### config.mk
export PLATFORM = sky130hd
export DESIGN_NAME = svo_tmds_period_seq
export DESIGN_NICKNAME = d
export VERILOG_FILES = /design/src/rtl/svo_tmds_period_seq.sv
export SDC_FILE = /design/constraint.sdc
export NUM_CORES = 1
export LEC_CHECK = 0
export ABC_AREA = 1
export CELL_PAD_IN_SITES_DETAIL_PLACEMENT = 0
export CELL_PAD_IN_SITES_GLOBAL_PLACEMENT = 1
export CORE_MARGIN = 2
export CORE_UTILIZATION = 42
export CTS_CLUSTER_SIZE = 14
export DETAILED_ROUTE_END_ITERATION = 16
export PLACE_DENSITY_LB_ADDON = 0.1
export RECOVER_POWER = 50
export SYNTH_ARGS = -nofsm -noshare
export SYNTH_HDL_FRONTEND = slang
export SYNTH_SLANG_ARGS = --single-unit
### constraint.sdc
create_clock -name clk -period 1.25 [get_ports clk]
set_clock_uncertainty 0.1 [all_clocks]
set_input_delay 0.25 -clock clk [delete_from_list [all_inputs] [get_ports clk]]
set_output_delay 0.25 -clock clk [all_outputs]
set_load 0.02 [all_outputs]
### src/rtl/svo_tmds_period_seq.sv
// Period scheduler for the three svo_tmds encoders of one HDMI link: delays video by LEAD clocks
// and inserts the video preamble and leading guard band in that time. HDMI build: SVO_TMDS_SEQ_HDMI_EN.
module svo_tmds_period_seq #(
    parameter int PREAMBLE_LEN = 8,
    parameter int GUARD_LEN    = 2,
    parameter int ENC_LATENCY  = 3
) (
    input  logic       clk,
    input  logic       reset,
    input  logic       in_de,
    input  logic       in_hsync,
    input  logic       in_vsync,
    input  logic [7:0] in_r,
    input  logic [7:0] in_g,
    input  logic [7:0] in_b,
    output logic       enc_de,
    output logic [1:0] enc_ctrl0,
    output logic [1:0] enc_ctrl1,
    output logic [1:0] enc_ctrl2,
    output logic [7:0] enc_din0,
    output logic [7:0] enc_din1,
    output logic [7:0] enc_din2,
    output logic       ovr_en,
    output logic [9:0] ovr_sym0,
    output logic [9:0] ovr_sym1,
    output logic [9:0] ovr_sym2,
    output logic       short_gap_err
);
    localparam int LEAD = PREAMBLE_LEN + GUARD_LEN;
    localparam int DL_W = 27;

    if (PREAMBLE_LEN < 1 || GUARD_LEN < 1 || ENC_LATENCY < 1) begin : g_bad_param
        $error("svo_tmds_period_seq: PREAMBLE_LEN, GUARD_LEN and ENC_LATENCY must be >= 1");
    end

    logic [DL_W-1:0] dl_q [LEAD];
    logic            d_de, d_vsync, d_hsync;
    logic [7:0]      d_r, d_g, d_b;
    logic            enc_de_q;
    logic [1:0]      enc_ctrl0_q;
    logic [7:0]      enc_din0_q, enc_din1_q, enc_din2_q;

    assign {d_de, d_vsync, d_hsync, d_r, d_g, d_b} = dl_q[LEAD-1];

    // Video delay line: LEAD stages, then the encoder-facing output register
    always_ff @(posedge clk) begin
        if (reset) begin
            for (int k = 0; k < LEAD; k++) dl_q[k] <= '0;
            enc_de_q    <= 1'b0;
            enc_ctrl0_q <= 2'b00;
            enc_din0_q  <= 8'h00;
            enc_din1_q  <= 8'h00;
            enc_din2_q  <= 8'h00;
        end else begin
            dl_q[0] <= {in_de, in_vsync, in_hsync, in_r, in_g, in_b};
            for (int k = 1; k < LEAD; k++) dl_q[k] <= dl_q[k-1];
            enc_de_q    <= d_de;
            enc_ctrl0_q <= {d_vsync, d_hsync};
            enc_din0_q  <= d_de ? d_b : 8'h00;
            enc_din1_q  <= d_de ? d_g : 8'h00;
            enc_din2_q  <= d_de ? d_r : 8'h00;
        end
    end

    assign enc_de    = enc_de_q;
    assign enc_ctrl0 = enc_ctrl0_q;
    assign enc_din0  = enc_din0_q;
    assign enc_din1  = enc_din1_q;
    assign enc_din2  = enc_din2_q;
    assign enc_ctrl2 = 2'b00;

`ifdef SVO_TMDS_SEQ_HDMI_EN
    typedef enum logic [1:0] {IDLE, PRE, GB} state_t;

    localparam int GAP_W   = $clog2(LEAD + 1);
    localparam int CNT_MAX = (PREAMBLE_LEN > GUARD_LEN) ? PREAMBLE_LEN : GUARD_LEN;
    localparam int CNT_W   = $clog2(CNT_MAX + 1);
    localparam logic [9:0] GB_SYM_02 = 10'b1011001100;
    localparam logic [9:0] GB_SYM_1  = 10'b0100110011;

    state_t             state_q, state_d;
    logic [CNT_W-1:0]   cnt_q, cnt_d;
    logic [GAP_W-1:0]   gap_q, gap_d;
    logic               err_q, err_d;
    logic               ctrl1_q, gb_q;
    logic [ENC_LATENCY-1:0] ovr_pipe_q;
    logic [ENC_LATENCY:0]   ovr_tap;
    logic [9:0]         sym02_q, sym1_q;
    logic               de_prev, rise, fall;

    // The first delay stage doubles as the previous-cycle in_de for edge detection
    assign de_prev = dl_q[0][DL_W-1];
    assign rise    = in_de & ~de_prev;
    assign fall    = ~in_de & de_prev;
    assign ovr_tap = {ovr_pipe_q, gb_q};

    always_comb begin
        state_d = state_q;
        cnt_d   = cnt_q;
        gap_d   = gap_q;
        err_d   = err_q;
        if (fall) begin
            gap_d = '0;
        end else if (!in_de && gap_q != GAP_W'(LEAD)) begin
            gap_d = gap_q + GAP_W'(1);
        end
        case (state_q)
            IDLE: begin
                if (rise) begin
                    if (gap_q == GAP_W'(LEAD)) begin
                        state_d = PRE;
                        cnt_d   = '0;
                    end else begin
                        err_d = 1'b1;
                    end
                end
            end
            PRE: begin
                if (rise) err_d = 1'b1;
                if (cnt_q == CNT_W'(PREAMBLE_LEN - 1)) begin
                    state_d = GB;
                    cnt_d   = '0;
                end else begin
                    cnt_d = cnt_q + CNT_W'(1);
                end
            end
            GB: begin
                if (rise) err_d = 1'b1;
                if (cnt_q == CNT_W'(GUARD_LEN - 1)) begin
                    state_d = IDLE;
                    cnt_d   = '0;
                end else begin
                    cnt_d = cnt_q + CNT_W'(1);
                end
            end
            default: state_d = IDLE;
        endcase
    end

    // Period state, then the guard flag delayed to line up with the encoder outputs
    always_ff @(posedge clk) begin
        if (reset) begin
            state_q    <= IDLE;
            cnt_q      <= '0;
            gap_q      <= GAP_W'(LEAD);
            err_q      <= 1'b0;
            ctrl1_q    <= 1'b0;
            gb_q       <= 1'b0;
            ovr_pipe_q <= '0;
            sym02_q    <= '0;
            sym1_q     <= '0;
        end else begin
            state_q    <= state_d;
            cnt_q      <= cnt_d;
            gap_q      <= gap_d;
            err_q      <= err_d;
            ctrl1_q    <= (state_d == PRE);
            gb_q       <= (state_d == GB);
            ovr_pipe_q <= ovr_tap[ENC_LATENCY-1:0];
            sym02_q    <= ovr_tap[ENC_LATENCY-1] ? GB_SYM_02 : 10'd0;
            sym1_q     <= ovr_tap[ENC_LATENCY-1] ? GB_SYM_1 : 10'd0;
        end
    end

    assign enc_ctrl1     = {1'b0, ctrl1_q};
    assign ovr_en        = ovr_pipe_q[ENC_LATENCY-1];
    assign ovr_sym0      = sym02_q;
    assign ovr_sym1      = sym1_q;
    assign ovr_sym2      = sym02_q;
    assign short_gap_err = err_q;
`else
    // DVI: no data-island/preamble periods, encoders only see video and sync
    assign enc_ctrl1     = 2'b00;
    assign ovr_en        = 1'b0;
    assign ovr_sym0      = 10'd0;
    assign ovr_sym1      = 10'd0;
    assign ovr_sym2      = 10'd0;
    assign short_gap_err = 1'b0;
`endif

endmodule

Word-level counts from Yosys, hierarchy flattened
Memories as Yosys holds them, arrays and structs flattened.
Cells that the tools add are included.
Storage, ports and cells
  output and inout port bits: 63
  register bits: 27
  memories kept: 1
  input port bits: 29
  memory bits (writable): 270
Memory list
  dl_q: words 10, bits a word 27, read ports 10, clocked after Yosys merged registers in 0, write ports 10, RTL line 36  | logic [DL_W-1:0] dl_q [LEAD];
Operators by class
  reductions and logical operators: 1
  mux-type cells: 13
  bitwise logic cells: 11
Operator list (count)
  two-way mux 27 bit: 10
  bitwise OR 1 bit: 10
  two-way mux 1 bit: 3
  OR reduction 2 bit: 1
  inverter 1 bit: 1

Logic depth before layout (Yosys ltp)
  depth after elaboration: 3
  mapped depth: 4
  mapped depth without buffers: 3

Worst setup path after synthesis
No wires, ideal clock.
  path kind: in2reg
  start point: input reset
  end point: memory dl_q[7][0], in the netlist dl_q[0][189]
  arrival time: 0.720 ns
  cell stages on the path: 4
  path slack: 0.319 ns
  required time: 1.038 ns
  path through: buf_2 > buf_6 > buf_6 > nor2_1
RTL lines
  from (decl): RTL line 9  | input logic reset,
  to (decl): RTL line 36

Final worst setup path
  start point: register enc_din0_q[4], in the netlist enc_din0[4]
  end point: output enc_din0[4]
RTL lines
  from (decl): RTL line 41  | logic [7:0] enc_din0_q, enc_din1_q, enc_din2_q;
  from (signal assigned): RTL line 59  | enc_din0_q <= d_de ? d_b : 8'h00;
  to (decl): RTL line 20  | output logic [7:0] enc_din0,
No word-level cell between the ends.

==> impl_metrics.tcl <==
set metrics [dict create \
    status "finished, violations left" \
    p_leak_nw 4.36 \
    cp.required_ns 0.90 \
    power_density_mw_per_mm2 1830 \
    min_path_type "primary input to flop" \
    antenna_found_initial 0 \
    cts.sinks 297 \
    min_from "in_b[2]" \
    finalMaxSlewViolations 0 \
    critPathArrivalTime_ns 0.95 \
    min_period_ns 1.30 \
    synthTopCellsByArea "dfxtp_1, inv_1, nor2_1" \
    use_met3_pct 2.65 \
    cts_buffer_depth 3 \
    cts_buffers 29 \
    crit_type "flop to primary output" \
    crit_chain "buf_6" \
    synth.top_cell.area_share_pct 68.6 \
    start_util_pct 42.8 \
    io_buffers 55 \
    fmax_mhz 770 \
    grtUsageTotal_pct 7.64 \
    layout.cells.non_filler 1315 \
    critPathLaunchType "flop" \
    synth-compound-area-share_pct 0 \
    drt-vias-per-instance 3.22 \
    ioPinCount 92 \
    drive_above_1_share_pct 11.0 \
    grt_max_degree 49 \
    min_to "dl_q[0][2]" \
    fillers 1922 \
    core_sq_mm 0.0202 \
    yosys.area_share.simple_pct 12.9 \
    placed_cells 1261 \
    crit_slowest_cell "dfxtp_2" \
    rr_worst_depth 3 \
    violations "negative setup slack" \
    grt_pass1_wl_um 14400 \
    yosysWarnings 0 \
    place_hpwl_um 4480 \
    globalRouteMet2Util_pct 12.3 \
    setup_violations 27 \
    hold_viol 0 \
    h-tree-depth 1 \
    synth_top_family_by_area "buffers and inverters" \
    synth_cells 961 \
    die_area_sq_mm 0.0218 \
    rows 52 \
    ys_seq_area_share_pct 68.6 \
    clk_pin_slew_worst_paths_ns 0.06 \
    r2r-end "enc_din2[4]" \
    crit_fanout 1 \
    irDropWorstVdd_mv 1.00 \
    dieWidth_um 148 \
    overflow 0 \
    ant_nets 0 \
    drt-total-wl_um 7780 \
    grt_pass1_vias 3500 \
    rsz0062_at_grt "true" \
    busiest_layer "met2" \
    cts_tree "built" \
    worst_slack_ns -0.0490 \
    crit_buf_inv 1 \
    drcViolationCount 0 \
    synth_cell_types 8 \
    post-route-period-util_pct 104 \
    insertion_delay_ns 0.52 \
    syn2layout_area_growth_pct 20.2 \
    cap_violations 0 \
    r2r_slack_ns 0.42 \
    muxShareOfSynthArea_pct 0 \
    wire_per_inst_um 5.92 \
    gp_congestion 0.630 \
    slowest_delay_ns 0.31 \
    r2r_start "dl_q[0][269]" \
    fin_nets 1052 \
    synth.largest_area_cell "dfxtp_1" \
    synth_fa_ha_area_share_pct 0 \
    fp.dieH_um 148 \
    power_mw 19.1 \
    synthXorXnorAreaFrac_pct 0 \
    netlist_area_sq_mm 0.00867 \
    drtIter0Drc 91 \
    grt_use_met1_pct 8.93 \
    post_cts_buffers 0 \
    yosys_register_bits 297 \
    endpoint_kind "primary output" \
    avgSynthCellArea_sq_um 9.02 \
    whs_path_depth 3 \
    root_buffer "clkbuf_16" \
    diodes 0 \
    cpLargestDelayFamily "flip-flops" \
    vias 4236 \
    drt_pre_antenna_iters 4 \
]
-- state kept, by name, indices dropped and copies added, names as in the netlist --
name,count
dl_q,270
enc_ctrl0,2
enc_de,1
enc_din0,8
enc_din1,8
enc_din2,8
-- power by group --
group          internal (mW)  switching [mW]
clock                   5.71            3.29
sequential              9.60          0.0296
combinational          0.152           0.291
-- routing by layer --
layer | part of all wire (%) | routed length [um]
met1 | 47 | 3630
met2 | 43 | 3360
met3 | 6.5 | 509
met4 | 3.6 | 278
met5 | 0 | 0
-- cell type report --
type	count	area [sq um]	area share, %
timing repair buffer	64	689	6.62
tap	270	338	3.24
sequential	297	5980	57.4
clock inverter	12	164	1.57
inverter	298	1120	10.7
clock buffer	41	881	8.45
multi-input combinational	333	1250	12.0
-- how the worst max path moves through the flow --
stage	startpoint	endpoint	slack, ns	depth (start not counted)
after global routing	enc_din2[6]	enc_din2[6]	-0.09	1
after global placement	enc_ctrl0[1]	enc_ctrl0[1]	0.02	1
final	enc_din0[4]	enc_din0[4]	-0.05	1
after floorplan	reset	dl_q[0][189]	0.32	4
after CTS	enc_ctrl0[1]	enc_ctrl0[1]	-0.08	1
after detailed placement	enc_ctrl0[1]	enc_ctrl0[1]	0.01	1
-- kinds of logic (layout without fill, tap and decap cells) --
kind of cell / count (synthesis) / count (layout)
and+or+nand+nor: 297 / 297
other: 1 / 36
buffers and inverters: 366 / 415
DFF: 297 / 297
-- through the flow --
step | setup TNS (ns) | utilization [%] | hold WS, ns | area, sq um | setup slack (ns)
floorplan | 0 | - | 0.257 | 8800 | 0.319
global route | -2.17 | 51.5 | 0.134 | 10400 | -0.0883
finish | -1.23 | 51.5 | 0.141 | 10400 | -0.0490
CTS | -2.06 | 51.7 | 0.112 | 10500 | -0.0813
detailed placement | 0 | 46.2 | 0.292 | 9340 | 0.0137
global placement | 0 | 46.2 | 0.289 | 9340 | 0.0168
-- cell usage in the layout, fill, tap and decap left out --
master	count
buf_12	1
buf_4	2
buf_6	32
bufinv_16	4
clkbuf_1	1
clkbuf_16	29
clkbuf_8	12
clkdlybuf4s50_1	27
clkinv_2	7
conb_1	36
dfxtp_1	270
dfxtp_2	27
dlygate4sd3_1	1
inv_1	298
inv_6	1
nand2_1	1
nor2_1	296
-- synth_stat cells --
master and n:
buf_2 23, conb_1 1, dfxtp_1 297, nor2_1 296
inv_1 298, buf_6 9, buf_4 36, nand2_1 1
-- what timing repair did --
| action | CTS | global route |
|---|---|---|
| hold buffers | 1 | 0 |
| gates resized for setup | 186 | 3 |
| pin swaps | 0 | 0 |
| cloned | 0 | 0 |
| endpoints found under the setup margin | 27 | 27 |
| endpoints found under the hold margin | 12 | 0 |
Power figures use the tool's default switching activity.
